[src/rtl/date_set_pkg.sv]
// Shared types and constants for the date/time set controller.
package date_set_pkg;

   localparam int unsigned NFIELD  = 7;
   localparam int unsigned FIELD_W = 3;

   typedef enum logic [2:0] {
      RUN, S_HOUR, S_MIN, S_SEC, S_DAY, S_MONTH, S_YEAR, S_CEN
   } state_e;

   localparam logic [FIELD_W-1:0] F_SEC   = 3'd0;
   localparam logic [FIELD_W-1:0] F_MIN   = 3'd1;
   localparam logic [FIELD_W-1:0] F_HOUR  = 3'd2;
   localparam logic [FIELD_W-1:0] F_DAY   = 3'd3;
   localparam logic [FIELD_W-1:0] F_MONTH = 3'd4;
   localparam logic [FIELD_W-1:0] F_YEAR  = 3'd5;
   localparam logic [FIELD_W-1:0] F_CEN   = 3'd6;
   localparam logic [FIELD_W-1:0] F_NONE  = 3'd7;

   // Field edited in each SET state; RUN selects nothing.
   function automatic logic [FIELD_W-1:0] field_of(input state_e s);
      case (s)
         S_HOUR:  return F_HOUR;
         S_MIN:   return F_MIN;
         S_SEC:   return F_SEC;
         S_DAY:   return F_DAY;
         S_MONTH: return F_MONTH;
         S_YEAR:  return F_YEAR;
         S_CEN:   return F_CEN;
         default: return F_NONE;
      endcase
   endfunction

   function automatic state_e next_mode(input state_e s);
      case (s)
         RUN:     return S_HOUR;
         S_HOUR:  return S_MIN;
         S_MIN:   return S_SEC;
         S_SEC:   return S_DAY;
         S_DAY:   return S_MONTH;
         S_MONTH: return S_YEAR;
         S_YEAR:  return S_CEN;
         default: return RUN;
      endcase
   endfunction

   function automatic logic [NFIELD-1:0] field_strobe(input logic [FIELD_W-1:0] f);
      return (f == F_NONE) ? '0 : (NFIELD'(1) << f);
   endfunction

endpackage

[src/rtl/btn_edge.sv]
// Rising-edge detector for a synchronised button level; with DATE_SET_AUTO_REPEAT_EN
// the enabled instance also emits hold-to-repeat pulses.
module btn_edge
`ifdef DATE_SET_AUTO_REPEAT_EN
#(
   parameter bit          HOLD_EN    = 1'b0,
   parameter int unsigned HOLD_CYC   = 3,
   parameter int unsigned REPEAT_CYC = 1
)
`endif
(
   input  logic clk_i,
   input  logic reset_i,
   input  logic lvl_i,
   input  logic kill_i,
   output logic pulse_o
);

   logic prev_q;
   logic rise;

   always_ff @(posedge clk_i) begin
      if (reset_i) prev_q <= 1'b0;
      else         prev_q <= lvl_i;
   end

   // kill_i suppresses the edge and restarts any hold in progress
   assign rise = lvl_i & ~prev_q & ~kill_i;

`ifdef DATE_SET_AUTO_REPEAT_EN
   generate
      if (HOLD_EN) begin : g_rep
         localparam int unsigned HW = (HOLD_CYC > 0)   ? $clog2(HOLD_CYC + 1) : 1;
         localparam int unsigned RW = (REPEAT_CYC > 1) ? $clog2(REPEAT_CYC)   : 1;

         logic [HW-1:0] hold_q;
         logic [RW-1:0] rep_q;
         logic          at_hold;

         assign at_hold = (hold_q == HW'(HOLD_CYC));

         // hold_q saturates at HOLD_CYC, then rep_q paces the repeat strobes
         always_ff @(posedge clk_i) begin
            if (reset_i || kill_i || !lvl_i) begin
               hold_q <= '0;
               rep_q  <= '0;
            end else if (!at_hold) begin
               hold_q <= hold_q + HW'(1);
            end else if (rep_q == RW'(REPEAT_CYC - 1)) begin
               rep_q  <= '0;
            end else begin
               rep_q  <= rep_q + RW'(1);
            end
         end

         assign pulse_o = rise | (lvl_i & ~kill_i & at_hold & (rep_q == '0));
      end else begin : g_norep
         assign pulse_o = rise;
      end
   endgenerate
`else
   assign pulse_o = rise;
`endif

endmodule

[src/rtl/date_set_ctrl.sv]
// Run/set mode controller for the clock's field counters.
// Optional hold-to-repeat on btn_inc: define DATE_SET_AUTO_REPEAT_EN.
module date_set_ctrl
   import date_set_pkg::*;
#(
   parameter int unsigned TIMEOUT    = 30
`ifdef DATE_SET_AUTO_REPEAT_EN
   ,
   parameter int unsigned HOLD_CYC   = 3,
   parameter int unsigned REPEAT_CYC = 1
`endif
) (
   input  logic                 sig_1Hz,
   input  logic                 reset,
   input  logic                 btn_mode,
   input  logic                 btn_inc,
   input  logic [NFIELD-2:0]    end_in,
   output logic                 run_en,
   output logic [NFIELD-1:0]    inc_b,
   output logic [NFIELD-1:0]    carry_o,
   output logic                 set_mode,
   output logic [FIELD_W-1:0]   field_sel,
   output logic                 blink
);

   localparam int unsigned IDLE_W = (TIMEOUT > 1) ? $clog2(TIMEOUT) : 1;
   localparam logic [IDLE_W:0] TO_V = (IDLE_W + 1)'(TIMEOUT);

   state_e              state_q, state_d;
   logic [IDLE_W-1:0]   idle_q, idle_d;
   logic [IDLE_W:0]     idle_inc;
   logic                run_en_q, set_mode_q, blink_q;
   logic [NFIELD-1:0]   inc_q;
   logic [FIELD_W-1:0]  sel_q;
   logic                in_set, mode_rise, inc_pulse, inc_kill, fire;

   assign in_set   = (state_q != RUN);
   // Incs are dropped in RUN and lose to a simultaneous mode edge
   assign inc_kill = mode_rise | ~in_set;
   assign idle_inc = {1'b0, idle_q} + (IDLE_W + 1)'(1);

   btn_edge u_mode (
      .clk_i   (sig_1Hz),
      .reset_i (reset),
      .lvl_i   (btn_mode),
      .kill_i  (1'b0),
      .pulse_o (mode_rise)
   );

   btn_edge
`ifdef DATE_SET_AUTO_REPEAT_EN
   #(
      .HOLD_EN    (1'b1),
      .HOLD_CYC   (HOLD_CYC),
      .REPEAT_CYC (REPEAT_CYC)
   )
`endif
   u_inc (
      .clk_i   (sig_1Hz),
      .reset_i (reset),
      .lvl_i   (btn_inc),
      .kill_i  (inc_kill),
      .pulse_o (inc_pulse)
   );

   // Next state and idle count; any button activity or state change restarts idle
   always_comb begin
      state_d = state_q;
      idle_d  = '0;
      fire    = 1'b0;
      if (mode_rise) begin
         state_d = next_mode(state_q);
      end else if (in_set) begin
         fire = inc_pulse;
         if (!inc_pulse && (TIMEOUT != 0)) begin
            if (idle_inc == TO_V) state_d = RUN;
            else                  idle_d  = idle_inc[IDLE_W-1:0];
         end
      end
   end

   always_ff @(posedge sig_1Hz) begin
      if (reset) begin
         state_q    <= RUN;
         idle_q     <= '0;
         run_en_q   <= 1'b1;
         set_mode_q <= 1'b0;
         sel_q      <= F_NONE;
         blink_q    <= 1'b0;
         inc_q      <= '0;
      end else begin
         state_q    <= state_d;
         idle_q     <= idle_d;
         run_en_q   <= (state_d == RUN);
         set_mode_q <= (state_d != RUN);
         sel_q      <= field_of(state_d);
         blink_q    <= (state_d != RUN) && (state_d == state_q) && !blink_q;
         inc_q      <= fire ? field_strobe(field_of(state_q)) : '0;
      end
   end

   assign run_en    = run_en_q;
   assign set_mode  = set_mode_q;
   assign field_sel = sel_q;
   assign blink     = blink_q;
   assign inc_b     = inc_q;
   assign carry_o   = (state_q == RUN) ? {end_in, 1'b0} : '0;

endmodule

[config.mk]
export PLATFORM = sky130hd
export DESIGN_NAME = date_set_ctrl
export DESIGN_NICKNAME = d
export VERILOG_FILES = /design/src/rtl/date_set_pkg.sv /design/src/rtl/btn_edge.sv /design/src/rtl/date_set_ctrl.sv
export SDC_FILE = /design/constraint.sdc
export NUM_CORES = 1
export LEC_CHECK = 0
export BUFFER_PORTS_ARGS = -buffer_cell sky130_fd_sc_hd__buf_2
export CAP_MARGIN = 20
export CELL_PAD_IN_SITES_DETAIL_PLACEMENT = 2
export CELL_PAD_IN_SITES_GLOBAL_PLACEMENT = 2
export CORE_ASPECT_RATIO = 0.9
export CORE_MARGIN = 10
export CORE_UTILIZATION = 28
export DETAILED_ROUTE_END_ITERATION = 16
export GPL_ROUTABILITY_DRIVEN = 0
export MAX_ROUTING_LAYER = met4
export PLACE_DENSITY = 0.84
export SLEW_MARGIN = 20
export SYNTH_ARGS = -nofsm -noshare
export SYNTH_HDL_FRONTEND = slang
export SYNTH_HIERARCHICAL = 1
export SYNTH_SLANG_ARGS = --single-unit
[constraint.sdc]
create_clock -name sig_1Hz -period 2.2 [get_ports sig_1Hz]
set_input_delay 0.33 -clock sig_1Hz [delete_from_list [all_inputs] [get_ports sig_1Hz]]
set_output_delay 0.33 -clock sig_1Hz [all_outputs]
set_load 0.005 [all_outputs]
==> flow_summary.yaml <==
finish:
  drive_above_1_share_pct: 39.2
  design_area_mm2: 0.00149
  antenna_cells: 0
  fin_nets: 176
  area_delta_synth_final_pct: 27.8
  fin_util_pct: 36.9
setup_path:
  worstSetupPathType: "flip-flop to flip-flop"
  r2r_cells: 7
  worstSetupEndpointType: "flip-flop"
  worst_ep_arrival_time_ns: 2.29
  worstPathRequired_ns: 2.39
  cp-start-kind: "flip-flop"
  r2r_end: "inc_b[2]"
  timing.rr.start: "state_q[1]"
  reg2reg_slack_ns: 0.1
  path_max_fanout: 4
min_path:
  holdPathStages: 2
  hold_class: "input pin to flip-flop"
  hp-start: "btn_mode"
  worstHoldEndpoint: "u_mode/prev_q"
timing:
  relSlewSlack_pct: 59.4
  fin_skew_ns: 0.00815
  drv_slew: 0
  holdWs_ns: 0.280
  min_period_ns: 2.10
  tightest_slew_ns: 0.607
  finalSetupViolCount: 0
  min_period_over_period_pct: 95.7
  totalNegativeSetupSlack_ns: 0
  fmax_ghz: 0.475
  final_hold_viol_count: 0
  rsz0062_at_grt: "true"
placement:
  place_hpwl_um: 3070
  io_buffers: 28
  place_area_mm2: 0.00139
synth:
  synth_area_mm2: 0.00117
  syn_area_per_cell_um2: 9.57
  ys_types: 47
  yosysSeqAreaShare_pct: 39.4
  synth_seq_cells: 23
  ys_warn_count: 6
  synthCells: 122
  synth_area_leaders: "dfxtp_1, ha_1, and2_1"
  synth_top_area_share_pct: 39.4
  ys.flop_type: "dfxtp_1"
  async_reset_ff_share_pct: 0
  synth-edff-count: 0
  synth_area_leader_cell: "dfxtp_1"
clocking:
  cts.sinks: 23
  cts_tree: "built"
  holdBufCountCts: 0
  clk_path_buf_depth: 2
  clkTransAtPathRegs_ns: 0.09
  cts-root-buf: "clkbuf_8"
  htree_levels: 1
  clock_latency_ns: 0.28
  cts_inserted_buffers: 3
grt:
  grt_use_total_pct: 11.3
  grt-ovfl-total: 0
  grt_pass1_vias: 1155
  grt_start_max_net_pins: 15
  grt_pass1_wl_um: 6150
  grt_antenna_before_repair: 0
power:
  power.density_mw_per_mm2: 575
  peakVddDrop_mv: 0.288
  power_leakage_uw: 0.000637
die:
  ios: 30
  row_count: 22
  core_region_area_mm2: 0.00405
  fp.dieArea_mm2: 0.00716
  die_w_um: 88.1
  start_util_pct: 28.8
  fp.dieH_um: 81.3
route:
  routedWlPerCell_um: 18.8
  num_vias: 1054
  drcViolationCount: 0
  routed_wl_um: 3860
  ant_nets: 0
  drtPass1Iterations: 4
  routed_via_density: 5.12
  drtIter0Drc: 46
flow_run:
  cap_violations: 0
run_status:
  outcome: "finished, final reports clean"
## layout by cell type (no fill, tap or decap), types with 2 or more instances in the layout
cell type,count
nor2_1,8
nor4b_2,2
dfxtp_2,2
nand3_1,4
dfxtp_1,21
nand3b_1,2
o21ai_0,2
a211oi_2,2
buf_2,28
xor2_1,3
clkbuf_8,3
buf_4,9
xnor2_1,2
nor3_1,5
a21oi_1,4
or2_2,3
nor2b_1,4
conb_1,2
and2_1,7
inv_1,7
ha_1,6
mux2i_1,2
## worst max-delay path: stages, from the launching register on
cell	delay [ns]
dfxtp_2	0.34
inv_1	0.07
ha_2	0.18
nor2b_4	0.13
or2_2	0.29
nor3b_4	0.24
or4b_4	0.54
nor4b_2	0.23
## stage by stage
stage	total power, uW	setup slack, ns	cells
floorplan	521	0.0399	123
global placement	568	0.115	201
detailed placement	579	-0.0207	201
CTS	866	0.00771	206
global route	905	-0.0378	206
finish	857	0.0957	206
## kinds of logic after synthesis
kind of cell / Yosys count / synth area share (%)
compound gates: 21 / 14.3
fa+ha+maj: 7 / 7.50
buf+inv: 14 / 6.00
mux: 3 / 2.68
other cells: 1 / 0.321
xor+xnor: 5 / 3.75
simple gates: 48 / 26.0
flops: 23 / 39.4
## synth_stat cells, types with 2 or more instances
| master | count |
|---|---|
| nor4b_1 | 2 |
| mux2i_1 | 2 |
| nor3_1 | 5 |
| nand3_1 | 4 |
| nor2b_1 | 4 |
| xor2_1 | 3 |
| dfxtp_1 | 23 |
| ha_1 | 7 |
| inv_1 | 8 |
| buf_2 | 2 |
| a211oi_1 | 2 |
| or2_2 | 3 |
| nor3b_2 | 2 |
| a21oi_1 | 4 |
| nor2_1 | 9 |
| xnor2_1 | 2 |
| buf_4 | 2 |
| o21ai_0 | 2 |
| nand3b_1 | 2 |
| and2_1 | 7 |
## layer usage
layer	vias to the layer above	share of wire, %	track usage [%]
met5	-	0	-
met4	0	1.2	2.82
met3	4	2.7	1.90
met2	19	55	21.9
met1	540	41	11.6
li1	491	-	-
## worst max-delay path by stage
stage	slack [ns]	start	to
after global placement	0.12	state_q[1]	field_sel[1]
after CTS	0.008	state_q[1]	inc_b[2]
final	0.1	state_q[1]	inc_b[2]
after floorplan	0.04	state_q[1]	run_en
after detailed placement	-0.02	state_q[0]	inc_b[4]
after global routing	-0.04	state_q[1]	inc_b[2]
## cell type report
class                           instances  area, um^2
Tap cell                               48        60.1
Timing Repair Buffer                   37         208
Clock buffer                            3        41.3
Sequential cell                        23         463
Fill cell                             472        2550
Multi-Input combinational cell         86         682
Inverter                                8        30.0
Clock inverter                          1        7.51
## power breakdown
group,internal (uW),switching [uW]
clock network,129,152
logic,65.2,75.4
registers,429,7.18
total,622,235
## registers in the layout (all words and copies together), names as in the netlist
signal	flops
blink	1
field_sel	3
idle_q	5
inc_b	7
run_en	1
set_mode	1
state_q	3
u_inc/prev_q	1
u_mode/prev_q	1
## what timing repair did
item	4_1_cts	5_1_grt
gates cloned	0	0
pin swaps	4	3
endpoints found under the setup margin	3	10
buffers inserted	1	0
resized for setup	7	3
(Power assumes the default switching activity.)
